`config.mk`:
```
export PLATFORM = sky130hd
export DESIGN_NAME = lsu_rmw
export DESIGN_NICKNAME = d
export VERILOG_FILES = /design/src/rtl/lsu_rmw.sv
export SDC_FILE = /design/constraint.sdc
export NUM_CORES = 1
export LEC_CHECK = 0
export ABC_AREA = 1
export BUFFER_PORTS_ARGS = -buffer_cell sky130_fd_sc_hd__buf_2
export CAP_MARGIN = 5
export CORE_ASPECT_RATIO = 0.7
export CORE_MARGIN = 5
export CORE_UTILIZATION = 23
export CTS_BUF_LIST = sky130_fd_sc_hd__clkbuf_4 sky130_fd_sc_hd__clkbuf_8
export CTS_CLUSTER_DIAMETER = 200
export DETAILED_ROUTE_END_ITERATION = 7
export MAX_ROUTING_LAYER = met4
export PLACE_DENSITY = 0.54
export SLEW_MARGIN = 0
export SYNTH_ARGS = -nofsm -noshare
export SYNTH_HDL_FRONTEND = slang
export SYNTH_SLANG_ARGS = --single-unit
export TNS_END_PERCENT = 20
```
`constraint.sdc`:
```
create_clock -name clk -period 6.1 [get_ports clk]
set_input_delay 1.22 -clock clk [delete_from_list [all_inputs] [get_ports clk]]
set_output_delay 1.22 -clock clk [all_outputs]
set_load 0.02 [all_outputs]
```
`src/rtl/lsu_rmw.sv`:
```
// Load/store unit between MEM and a word-write-only data_mem: loads and SW take zero cycles,
// SB/SH take a two-cycle read-modify-write and stall the pipeline for the read cycle only.
module lsu_rmw #(
   parameter int ADDRESS_WIDTH = 8,
   parameter int DATA_WIDTH    = 32
) (
   input  logic                  clk,
   input  logic                  rst,
   input  logic                  mem_req,
   input  logic                  mem_we,
   input  logic [2:0]            funct3,
   input  logic [DATA_WIDTH-1:0] addr,
   input  logic [DATA_WIDTH-1:0] wdata,
   output logic [DATA_WIDTH-1:0] rdata,
   output logic                  stall,
   output logic                  misaligned,
   output logic                  dmem_we,
   output logic [DATA_WIDTH-1:0] dmem_a,
   output logic [DATA_WIDTH-1:0] dmem_wd,
   input  logic [DATA_WIDTH-1:0] dmem_rd
);

   typedef enum logic {IDLE = 1'b0, WRITE = 1'b1} state_t;

   state_t                   state;
   logic [DATA_WIDTH-1:0]    merge_q;
   logic [ADDRESS_WIDTH-1:0] idx_q;

   logic [ADDRESS_WIDTH-1:0] word_idx;
   logic                     illegal;
   logic                     is_half;
   logic                     is_word;
   logic                     align_bad;
   logic                     active;
   logic                     mis;
   logic                     ok;
   logic                     sub_store;
   logic [7:0]               byte_v;
   logic [15:0]              half_v;
   logic [DATA_WIDTH-1:0]    load_v;
   logic [DATA_WIDTH-1:0]    merged;

   // Upper address bits are deliberately dropped so accesses wrap.
   logic unused_addr_bits;
   assign unused_addr_bits = ^addr[DATA_WIDTH-1:ADDRESS_WIDTH+2];

   assign word_idx = addr[ADDRESS_WIDTH+1:2];
   assign is_half  = (funct3[1:0] == 2'b01);
   assign is_word  = (funct3[1:0] == 2'b10);
   assign byte_v   = dmem_rd[{addr[1:0], 3'b000} +: 8];
   assign half_v   = dmem_rd[{addr[1], 4'b0000} +: 16];

   always_comb begin
      illegal = 1'b1;
      case (funct3)
         3'b000, 3'b001, 3'b010: illegal = 1'b0;
         3'b100, 3'b101:         illegal = mem_we;
         default:                illegal = 1'b1;
      endcase
   end

   assign align_bad = (is_half & addr[0]) | (is_word & (addr[1:0] != 2'b00));
   // Reset dominates any request presented in the same cycle.
   assign active    = mem_req & ~rst & (state == IDLE);
   assign mis       = active & (illegal | align_bad);
   assign ok        = active & ~mis;
   assign sub_store = ok & mem_we & ~is_word;

   always_comb begin
      load_v = dmem_rd;
      case (funct3)
         3'b000:  load_v = {{(DATA_WIDTH-8){byte_v[7]}}, byte_v};
         3'b001:  load_v = {{(DATA_WIDTH-16){half_v[15]}}, half_v};
         3'b100:  load_v = {{(DATA_WIDTH-8){1'b0}}, byte_v};
         3'b101:  load_v = {{(DATA_WIDTH-16){1'b0}}, half_v};
         default: load_v = dmem_rd;
      endcase
   end

   always_comb begin
      merged = dmem_rd;
      if (is_half)
         merged[{addr[1], 4'b0000} +: 16] = wdata[15:0];
      else
         merged[{addr[1:0], 3'b000} +: 8] = wdata[7:0];
   end

   always_ff @(posedge clk) begin
      if (rst) begin
         state   <= IDLE;
         merge_q <= '0;
         idx_q   <= '0;
      end else begin
         case (state)
            IDLE: begin
               if (sub_store) begin
                  merge_q <= merged;
                  idx_q   <= word_idx;
                  state   <= WRITE;
               end
            end
            WRITE:   state <= IDLE;
            default: state <= IDLE;
         endcase
      end
   end

   assign stall      = sub_store;
   assign misaligned = mis;
   assign rdata      = (ok & ~mem_we) ? load_v : '0;
   assign dmem_we    = ((state == WRITE) & ~rst) | (ok & mem_we & is_word);
   assign dmem_a     = (state == WRITE) ? {{(DATA_WIDTH-ADDRESS_WIDTH){1'b0}}, idx_q}
                                        : {{(DATA_WIDTH-ADDRESS_WIDTH){1'b0}}, word_idx};
   assign dmem_wd    = (state == WRITE) ? merge_q : wdata;

endmodule

```
==> metrics.cfg <==
[die]
pin_count=202
core_um2=18100
die_y_um=124
dieWidth_um=173
die_area_um2=21400
initial_core_util_pct=23.5
row_count=41

[drt]
vias_per_cell=4.49
ant_nets=0
drt-pass1-iter-count=5
drtIter0Drc=515
drc_errors=0
wire_per_inst_um=14.6
drt_wl_total_mm=17.1
routed-via-count=5234

[timing]
drv_slew=0
rsz0062_at_grt=false
finClkSkew_ns=0.0108
slew_headroom_pct=36.2
fin_crit_ns=4.80
tightest_slew_ns=0.957
finalHoldViolations=0
tns_ns=0
setup_viol=0
fmax_ghz=0.208
period_share_pct=78.7

[finish]
antenna_cells=0
drive_above_1_share_pct=20.1
synthToLayoutAreaGrowth_pct=20.9
final_cell_mix=339 x nand2_1, 155 x buf_2, 144 x nor2_1
instances_no_fill=1167
nFillCells=2117
layout_commonest_cell=nand2_1
nNetsFinal=1038

[global_routing]
grt_first_pass_wirelength_mm=26.7
antenna_found_initial=0
grtUsageTotal_pct=15.9
grt_max_degree=81
overflow=0
grt_pass1_vias=4698

[critical_path]
cp_slowest_cell=ha_1
crit_required_ns=4.88
arrival_ns=3.58
crit_buf_inv=5
cpPeakStageDelay_ns=0.45
worstPathCellList=buf_2 -> inv_1 -> ha_1 -> inv_4 -> nand2_1 -> nand2_1 -> nand2_2 -> nand3_1 -> nor2_1 -> buf_4 -> nand3_2 -> nor2_1 -> buf_2
criticalPathCategory=input pin to output pin
path_max_fanout=16
path_delay_family=buffers and inverters
critPathCaptureType=output pin
cp-start-kind=input pin

[clock_tree]
cts_max_path_buffers=2
postCtsResizedCells=0
cts_sinks=41
cts_setup_buffers=0
path_clk_slew_ns=0.08
cts_tree=built
cts_buffers=5
clock-root-buffer=clkbuf_8
clk_latency_ns=0.31
cts_max_level=2
cts_hold_buf=0

[placement]
gp_congestion=0.919
placed_cells=1159
io_buffers=155
hpwlAfterDp_mm=13.1

[min_path]
hp-class=register to register

[power_and_ir_drop]
power.leakage_nw=2.77
ir_drop_mv=0.0647
powerDensity_nw_per_um2=160

[yosys]
yosys_warnings=0
yosysSeqAreaShare_pct=19.3
ys_types=31
ys_ff_latch=41
syn_area_per_cell_um2=5.27
netlist_area_um2=4260
netlist_instances=808

[flow_run]
drv_cap=0

[status]
outcome=finished, final reports clean

per-layer routing:
metal  vias to the layer above  share of wire (%)  global-route usage, %
met2                       155                 43                   24.0
met5                         -                  0                      -
met4                         0               0.35                   1.39
met3                         6                5.4                   2.70
met1                      2374                 51                   23.1
li1                       2699                  -                      -
cells in the mapped netlist (all sizes together):
library cell  number  share of area, %
dfxtp             41                19
or2                1              0.15
nand4              2              0.65
inv               57               5.1
o221ai             5               1.0
o21ai             46               5.5
o211ai            13               2.3
nand2            340                30
conb               1             0.088
o22ai              3              0.44
clkbuf            16               1.4
nor3              11               1.4
ha                 5               1.5
a21boi             1              0.18
buf               54               9.3
nand3             25               3.1
nor2             150                14
a21oi             37               4.3
logic make-up (layout without fill, tap and decap cells):
| family | count (synthesis) | after routing | synth area share, % |
|---|---|---|---|
| and+or+nand+nor | 529 | 529 | 49.5 |
| buffers and inverters | 127 | 227 | 15.9 |
| AOI/OAI and AO/OA | 105 | 105 | 13.8 |
| DFF | 41 | 41 | 19.3 |
| other | 1 | 24 | 0.0881 |
| adders and majority gates | 5 | 5 | 1.47 |
through the flow:
| step | total power, W | setup slack, ns | area [um^2] | util [%] | hold WS, ns |
|---|---|---|---|---|---|
| after floorplan | 0.000470 | 1.80 | 4340 | - | 0.454 |
| after global routing | 0.000878 | 1.00 | 5150 | 28.4 | 0.509 |
| after global placement | 0.000556 | 1.35 | 5010 | 27.7 | 0.465 |
| after detailed placement | 0.000558 | 1.31 | 5010 | 27.7 | 0.471 |
| final | 0.000822 | 1.30 | 5150 | 28.4 | 0.487 |
| after CTS | 0.000834 | 1.30 | 5150 | 28.4 | 0.490 |
report_power, final:
group	switching [W]	internal [W]
logic	0.000193	0.0000834
registers	0.00000308	0.000274
clock network	0.000106	0.000163
total	0.000302	0.000520
worst min-delay path, stage by stage (launching register included):
cell,delay (ns)
dfxtp_1,0.31
nor2_1,0.09
nor2_1,0.05
cell type report:
cell class,count,area [um^2],area share [%]
clock inverters,3,65.1,1.26
clock buffers,5,68.8,1.34
multi-input cells,663,2850,55.3
flip-flops and latches,41,822,16.0
repair buffers,162,828,16.1
well taps,236,295,5.74
inverters,57,219,4.25
path summary, 6_finish.rpt:
path | depth (start not counted) | endpoint | start | slack [ns]
worst max-delay path | 13 | rdata[16] | addr[0] | 1.30
worst min-delay path | 2 | merge_q[10] | merge_q[10] | 0.49
worst max register to register | 7 | merge_q[27] | state | 4.16
worst min register to register | 2 | merge_q[10] | merge_q[10] | 0.49
flip-flops by register name, indices dropped and copies added (netlist names):
name,cells
idx_q,8
merge_q,32
state,1
Power figures use the tool's default switching activity.
